===== src/rtl/count4_down_timer.sv =====
// rtl/count4_down_timer.sv - loadable down-counting timer with one-cycle terminal-count pulse
// Optional feature: define AUTO_RELOAD_EN to restart from the reload register after each terminal count.

module count4_down_timer #(
  parameter int WIDTH = 4
) (
  input  logic             clk,
  input  logic             reset,
  input  logic             load,
  input  logic [WIDTH-1:0] load_val,
  input  logic             start,
  input  logic             stop,
  input  logic             en,
  output logic [WIDTH-1:0] count,
  output logic             tc,
  output logic             busy
);

  typedef enum logic [1:0] {
    IDLE = 2'd0,
    RUN  = 2'd1,
    DONE = 2'd2
  } state_t;

  state_t           state;
  logic [WIDTH-1:0] reload_reg;

  // Timer FSM: load > stop > start > enable, all outputs registered.
  always_ff @(posedge clk or negedge reset) begin
    if (!reset) begin
      state      <= IDLE;
      count      <= '0;
      reload_reg <= '0;
      tc         <= 1'b0;
      busy       <= 1'b0;
    end else begin
      // tc is a pulse; only the edges that enter DONE raise it again
      tc <= 1'b0;
      if (load) begin
        count      <= load_val;
        reload_reg <= load_val;
        state      <= IDLE;
        busy       <= 1'b0;
      end else begin
        case (state)
          IDLE: begin
            if (start) begin
              if (count != '0) begin
                state <= RUN;
                busy  <= 1'b1;
              end else begin
                // a zero-length run still reports completion
                state <= DONE;
                tc    <= 1'b1;
              end
            end
          end
          RUN: begin
            if (stop) begin
              state <= IDLE;
              busy  <= 1'b0;
            end else if (en) begin
              // treat anything at or below one as the final step so count cannot wrap
              if (count > WIDTH'(1)) begin
                count <= count - WIDTH'(1);
              end else begin
                count <= '0;
                tc    <= 1'b1;
                busy  <= 1'b0;
                state <= DONE;
              end
            end
          end
          DONE: begin
`ifdef AUTO_RELOAD_EN
            if (stop || (reload_reg == '0)) begin
              state <= IDLE;
            end else begin
              count <= reload_reg;
              state <= RUN;
              busy  <= 1'b1;
            end
`else
            state <= IDLE;
            count <= '0;
`endif
          end
          default: begin
            state <= IDLE;
            busy  <= 1'b0;
          end
        endcase
      end
    end
  end

endmodule


===== config.mk =====
export PLATFORM = sky130hd
export DESIGN_NAME = count4_down_timer
export DESIGN_NICKNAME = d
export VERILOG_FILES = /design/src/rtl/count4_down_timer.sv
export SDC_FILE = /design/constraint.sdc
export NUM_CORES = 1
export LEC_CHECK = 0
export CAP_MARGIN = 20
export CORE_AREA = 2 2 39 41
export DETAILED_ROUTE_END_ITERATION = 7
export DIE_AREA = 0 0 41 43
export GPL_TIMING_DRIVEN = 0
export PLACE_DENSITY = 0.66
export SYNTH_ARGS = -nofsm -noshare
export SYNTH_HDL_FRONTEND = slang
export SYNTH_SLANG_ARGS = --single-unit

===== constraint.sdc =====
create_clock -name clk -period 1.9 [get_ports clk]
set_input_delay 0.285 -clock clk [delete_from_list [all_inputs] [get_ports clk]]
set_output_delay 0.285 -clock clk [all_outputs]
set_load 0.005 [all_outputs]

Yosys cells after proc, flatten, opt, wreduce, memory -nomap -nowiden
Cells that the tools add are included.
Widths: inputs -> output; s select.
{ "word_totals": {"ff_bits": 8, "in_bits": 10, "out_inout_bits": 6, "elab_cells": 47} }
{ "op_classes": {"add_sub_neg": 1, "n_lt_le_gt_ge": 1, "eq_ne": 9, "muxes": 26, "n_reduce_logical": 6} }
{ "op_table": {"columns": ["operator", "count"], "rows": [
  ["$mux 4", 4],
  ["$mux 1", 12],
  ["$mux 2", 6],
  ["$ne 3x3->1 const B", 4],
  ["$ne 4x4->1 const B", 2],
  ["$pmux 4 s2", 1],
  ["$reduce_and 3->1", 2],
  ["$reduce_and 5->1", 1],
  ["$gt 4x1->1 const B", 1],
  ["$pmux 2 s2", 1],
  ["$reduce_bool 4->1", 1],
  ["$sub 4x1->4 const B", 1],
  ["$pmux 1 s3", 1],
  ["$reduce_bool 3->1", 1],
  ["$eq 2x1->1 const B", 1],
  ["$eq 2x2->1 const B", 1],
  ["$logic_not 2->1", 1],
  ["$ne 2x2->1 const B", 1],
  ["$pmux 1 s2", 1]
]} }

Logic depth before layout (Yosys ltp)
Gate-level depths: netlist (run 1).
{ "logic_depth": {"word_depth": 6, "mapped_depth": 6, "depth_no_buf": 6} }

Worst setup path after synthesis (run 1)
Ideal clock, no wire load.
{ "synth_path": {"kind": "register -> register", "from": "reg count[0]", "to": "reg count[0]", "setup_time_ns": 0.079, "t_arrival_ns": 1.492, "required_ns": 1.821, "slack_ns": 0.328, "path_stages_with_launch": 7, "path_buffers": 0, "synth_period_minus_slack_ns": 1.572, "cell_sequence": "dfrtp_1 -> inv_1 -> ha_1 -> or2_0 -> a221o_1 -> a2bb2oi_1 -> mux2i_1"} }
{ "synth_via": {"elab_chain_len": 6, "elab_cells_between_ends": 7, "cone_classes": "add/sub (1); order compare (1); mux (5)"} }
{ "synth_rtl": {"columns": ["element", "line_no", "rtl"], "rows": [
  ["start: declaration", "14", "output logic [WIDTH-1:0] count,"],
  ["start signal: assignment", "40", "count <= load_val;"],
  ["start signal: assignment", "65", "count <= count - WIDTH'(1);"],
  ["$sub 4x1->4 or $gt 4x1->1 (tied branches)", "65, 64", null],
  ["$mux 4 *", "64", "if (count > WIDTH'(1)) begin"],
  ["$mux 4 *", "62", "end else if (en) begin"],
  ["$mux 4 *", "59", "if (stop) begin"],
  ["$pmux 4 s2 *", "45", "case (state)"],
  ["$mux 4 *", "39", "if (load) begin"]
]} }
Every way passes the cells marked *; elsewhere a longest branch is shown, timed or not. The select of a mux whose other input is x is not followed.
A chain may end at the register's enable or synchronous reset.

Final worst setup path (run 1)
{ "layout_path": {"from": "reg count[0]", "to": "reg count[3]"} }
The elaborated chain is that of the path after synthesis.

==> impl_metrics.json, run 1 <==
{
  "outcome": "completed",
  "cts_sinks": 8,
  "hold_viol_final": 0,
  "first_pass_iters": 4,
  "die_x_um": 41,
  "gp_congestion": 0.740,
  "ys_seq_area_frac": 0.411,
  "synth-edff-count": 0,
  "fillers": 140,
  "wl_met2_um": 484,
  "max_freq_ghz": 0.583,
  "drt-met1-wl_um": 492,
  "cts_setup_buffers": 0,
  "grt_pass1_vias": 443,
  "pin_count": 16,
  "dpl.hpwl_um": 821,
  "power_frac_clock": 0.234,
  "relSlewSlack": 0.747,
  "p_sw_frac": 0.317,
  "cts_tree": "yes",
  "drv_cap": 0,
  "drt_iter0_markers": 4,
  "syn_area_sq_um": 487,
  "fin_crit_ns": 1.72,
  "final_nets": 83,
  "async_reset_ff_frac": 1.00,
  "rsz0062_at_grt": "false",
  "grt_max_degree": 11,
  "cts_made_buffers": 3,
  "p_seq_frac": 0.402,
  "hp-class": "input port to asynchronous set/reset pin",
  "initial_core_util": 0.352,
  "ctsHoldBuffers": 0,
  "syn-num-nets": 63,
  "cts_root_buffer": "clkbuf_4",
  "cts_buffer_depth": 2,
  "setup_viol": 0,
  "intPower_uw": 389,
  "yosys_warnings": 0,
  "grt-ovfl-total": 0,
  "critPathLaunchType": "flip-flop",
  "die_h_um": 43,
  "maxSlewViolCount": 0,
  "diodes": 0,
  "vias": 452,
  "worstSetupPathType": "flip-flop to flip-flop",
  "holdWs_ns": 0.311,
  "synth_ff_type": "dfrtp_1",
  "switching_power_uw": 181,
  "syn_to_final_growth_pct": 39.6,
  "avgSynthCellArea_sq_um": 9.54,
  "fin_crit_sh": 0.903,
  "synth_seq_cells": 8,
  "post_cts_resized": 0,
  "rows": 14,
  "cp.arrival_ns": 1.88,
  "p_leak_nw": 0.294,
  "wl_met3_um": 88,
  "synth.distinct_cells": 26,
  "drc": 0,
  "drive_gt1_frac": 0.116,
  "drt-total-wl_um": 1080,
  "grt_util_all_layers": 0.156,
  "power.total_uw": 570,
  "fin_tns_setup_ns": 0,
  "core_area_sq_mm": 0.00138,
  "dieArea_sq_mm": 0.00176,
  "grt_pass1_wl_um": 1790,
  "tightest_slew_ns": 0.378,
  "synth_cells": 51,
  "cp.required_ns": 2.06,
  "cts.htree.levels": 1,
  "ant_nets": 0,
  "routedWlPerCell_um": 12.7,
  "highest_layer": "met4",
  "power_frac_comb": 0.364,
  "peakVddDrop_mv": 0.444,
  "finClkSkew_ns": 0.00170,
  "clk_latency_ns": 0.26,
  "path_clk_slew_ns": 0.06,
  "post_drt_via_cell_ratio": 5.32,
  "end_kind": "flip-flop",
  "path_max_fanout": 5,
  "io_buffers": 15,
  "antenna_found_initial": 0,
  "powerDensity_mw_per_mm2": 840
}
-- cell usage in the layout, fill, tap and decap left out, types with 2 or more instances in the layout --
cell type        count
nand2_1              6
a2bb2oi_1            2
clkbuf_4             3
o31ai_1              3
o21ai_1              2
nor2_1               3
nor3_1               3
dfrtp_1              8
a21oi_1              2
ha_1                 2
inv_1                4
clkdlybuf4s50_1     15
-- synthesized netlist by cell type, types with 2 or more instances --
cell type  number  share of area
a21oi_1         2          0.021
a2bb2oi_1       2          0.036
dfrtp_1         8           0.41
ha_1            2          0.051
inv_1           4          0.031
nand2_1         6          0.046
nor2_1          3          0.023
nor3_1          3          0.031
o21ai_1         2          0.021
o31ai_1         3          0.046
-- critical path, cell delays in order, from the launching register on --
cell and delay [ns]:
dfrtp_1 0.41, inv_1 0.08, ha_1 0.25, or2_0 0.26, a221o_1 0.38, o31ai_1 0.25
-- logic make-up (layout without fill, tap and decap cells) --
logic type      count (synthesis)  in the layout  share of synthesized area
compound gates                 13             13                      0.190
fa+ha+maj                       2              2                     0.0514
buf+inv                         6             24                     0.0745
flops                           8              8                      0.411
mux                             2              2                     0.0437
simple gates                   20             20                      0.229
-- per-layer routing --
layer,up-vias,GRT usage
met1,203,0.171
met3,2,0.0785
li1,227,-
met2,20,0.244
met5,-,0
met4,0,0.0600
-- path summary, 6_finish.rpt --
path                                            from                    to  slack (ns)  cells after the start
worst max-delay path            count[0]$_DFFE_PN0P_  count[3]$_DFFE_PN0P_        0.18                      5
worst min-delay path                           reset  count[3]$_DFFE_PN0P_        0.31                      1
min in group clk                state[1]$_DFFE_PN0P_  state[1]$_DFFE_PN0P_        0.55                      2
worst max register to register  count[0]$_DFFE_PN0P_  count[3]$_DFFE_PN0P_        0.18                      5
max in group asynchronous                      reset  state[0]$_DFFE_PN0P_        1.32                      1
worst min register to register  state[1]$_DFFE_PN0P_  state[1]$_DFFE_PN0P_        0.55                      2
-- sequential cells by signal (all words and copies together), names as in the netlist --
| register | flops |
|---|---|
| state | 2 |
| count | 4 |
| tc | 1 |
| busy | 1 |
-- power by group through the flow --
stage                     logic [mW]  clock network (mW)  registers, mW
after floorplan                0.114                   0          0.228
after global placement         0.206                   0          0.232
after detailed placement       0.210                   0          0.231
after CTS                      0.211               0.138          0.229
after global routing           0.234               0.153          0.234
final                          0.207               0.134          0.229
-- cell type report --
class                           count  area (sq um)  area share
Multi-Input combinational cell     37           250       0.368
Sequential cell                     8           200       0.295
Timing Repair Buffer               15           150       0.221
Clock buffer                        3          22.5      0.0331
Buffer                              2          21.3      0.0313
Tap cell                           16          20.0      0.0295
Inverter                            4          15.0      0.0221
-- metrics by stage --
step / setup slack, ns / cell area, sq um / std cells / util
6_report: 0.184 / 679 / 85 / 0.491
4_1_cts: 0.174 / 679 / 85 / 0.491
2_1_floorplan: 0.328 / 487 / 51 / -
3_5_place_dp: 0.199 / 657 / 82 / 0.475
5_1_grt: 0.0806 / 679 / 85 / 0.491
3_3_place_gp: 0.204 / 657 / 82 / 0.475
Note: power is estimated with default switching activity, not from simulation.
==> run 2: changes to the inputs <==
--- a/config.mk
+++ b/config.mk
@@ -6,11 +6,13 @@
 export NUM_CORES = 1
 export LEC_CHECK = 0
 export CAP_MARGIN = 20
-export CORE_AREA = 2 2 39 41
+export CELL_PAD_IN_SITES_DETAIL_PLACEMENT = 1
+export CELL_PAD_IN_SITES_GLOBAL_PLACEMENT = 1
+export CORE_MARGIN = 2
+export CORE_UTILIZATION = 31
 export DETAILED_ROUTE_END_ITERATION = 7
-export DIE_AREA = 0 0 41 43
 export GPL_TIMING_DRIVEN = 0
-export PLACE_DENSITY = 0.66
+export PLACE_DENSITY_LB_ADDON = 0.1
 export SYNTH_ARGS = -nofsm -noshare
 export SYNTH_HDL_FRONTEND = slang
 export SYNTH_SLANG_ARGS = --single-unit
==> run 2 against run 1 <==
  * Critical path depth is 1 higher
  * Total power is 2.9% higher
  * Cell area is 0.18% higher
  * Die area is 7.9% higher
  * Global-route usage is 0.38 points higher
==> impl_metrics.json, run 2 (synthesis results as in run 1) <==
{
  "outcome": "completed",
  "cp.required_ns": 2.07,
  "cts_sinks": 8,
  "final-seq-area_sq_um": 201,
  "final_nets": 83,
  "fin_tns_setup_ns": 0,
  "largest_register_ffs": 4,
  "path_clk_slew_ns": 0.06,
  "grt_max_degree": 11,
  "powerDensity_mw_per_mm2": 863,
  "holdWs_ns": 0.311,
  "p_seq_frac": 0.392,
  "relSlewSlack": 0.736,
  "io_buffers": 15,
  "hold_viol_final": 0,
  "drv_cap": 0,
  "final_common_cell": "clkdlybuf4s50_1",
  "path_max_fanout": 5,
  "mostFrequentLayoutCells": "15 x clkdlybuf4s50_1, 7 x dfrtp_1, 6 x nand2_1",
  "pin_count": 16,
  "maxSlewViolCount": 0,
  "fillers": 170,
  "pre_cts_slack_ns": 0.0762,
  "fin_cells": 85,
  "power_frac_clock": 0.244,
  "rsz0062_at_grt": "false",
  "worstSetupPathType": "flip-flop to flip-flop",
  "grt_pass1_vias": 471,
  "ant_nets": 0,
  "peakVddDrop_mv": 0.490,
  "power.total_uw": 587,
  "fin_crit_sh": 0.931,
  "initial_core_util": 0.327,
  "fin_ws_ns": 0.132,
  "cts_root_buffer": "clkbuf_4",
  "dpl.hpwl_um": 988,
  "intPower_uw": 391,
  "setup_viol": 0,
  "rows": 14,
  "placed_cell_area_sq_um": 657,
  "dieArea_sq_mm": 0.00190,
  "placed_cells": 82,
  "max_freq_ghz": 0.566,
  "post_drt_via_cell_ratio": 5.31,
  "core_area_sq_mm": 0.00149,
  "grt-ovfl-total": 0,
  "drt-total-wl_um": 1290,
  "cp.arrival_ns": 1.94,
  "first_pass_iters": 1,
  "p_sw_frac": 0.334,
  "post-route-util": 0.457,
  "die_x_um": 43.6,
  "grt_util_all_layers": 0.160,
  "power_frac_comb": 0.363,
  "end_kind": "flip-flop",
  "top_register": "count",
  "tightest_slew_ns": 0.394,
  "reg.largest.list": "count: 4 flops, state: 2 flops",
  "gp_congestion": 0.741,
  "grt_pass1_wl_um": 2210,
  "die_h_um": 43.6,
  "antenna_found_initial": 0,
  "p_leak_nw": 0.293,
  "multiInputGateArea_sq_um": 250,
  "cts.htree.levels": 1,
  "hp-class": "input port to asynchronous set/reset pin",
  "syn_to_final_growth_pct": 39.8,
  "drt_iter0_markers": 0,
  "drc": 0,
  "diodes": 0,
  "cts_made_buffers": 3,
  "switching_power_uw": 196,
  "stdcell_area_sq_um": 681,
  "drive_gt1_frac": 0.130,
  "cts_setup_buffers": 0,
  "vias": 451,
  "finClkSkew_ns": 0.00157,
  "critPathLaunchType": "flip-flop",
  "cts_tree": "yes",
  "clk_latency_ns": 0.26,
  "fin_crit_ns": 1.77,
  "routedWlPerCell_um": 15.2,
  "cts_buffer_depth": 2
}
## run 2: repair_timing
item                       CTS  global route
gates resized for setup      0             1
setup endpoints to repair    0             1
hold buffers                 0             0
## run 2: final timing paths
path / to / startpoint / cells after the start / slack [ns]
worst min register to register: busy$_DFFE_PN0P_ / state[0]$_DFFE_PN0P_ / 1 / 0.54
min in group clk: busy$_DFFE_PN0P_ / state[0]$_DFFE_PN0P_ / 1 / 0.54
max in group asynchronous: count[0]$_DFFE_PN0P_ / reset / 1 / 1.28
worst min-delay path: state[0]$_DFFE_PN0P_ / reset / 1 / 0.31
worst max-delay path: count[0]$_DFFE_PN0P_ / count[0]$_DFFE_PN0P_ / 6 / 0.13
worst max register to register: count[0]$_DFFE_PN0P_ / count[0]$_DFFE_PN0P_ / 6 / 0.13
## run 2: cell type report
class | instances | area share
repair buffers | 15 | 0.221
flip-flops and latches | 8 | 0.296
inverters | 4 | 0.0221
clock buffers | 3 | 0.0331
plain buffers | 2 | 0.0312
multi-input cells | 37 | 0.368
well taps | 16 | 0.0294
## run 2: worst max-delay path, cell delays in order, from the launching register on
cell and delay [ns]:
dfrtp_2 0.40, inv_1 0.08, ha_1 0.26, or2_0 0.25, a221o_1 0.38, a2bb2oi_1 0.16
mux2i_1 0.15
## run 2: layer usage
metal,up-vias,share of wire,track usage
met5,-,0,0
met1,211,0.47,0.207
li1,226,-,-
met3,0,0.053,0.0583
met2,14,0.47,0.253
met4,0,0,0.0364
## run 2: power groups by stage
stage               Sequential [mW]  Combinational [mW]  Clock, mW
global route                  0.236               0.234      0.156
detailed placement            0.233               0.213          0
finish                        0.230               0.213      0.143
floorplan                     0.228               0.114          0
CTS                           0.230               0.216      0.147
global placement              0.231               0.210          0
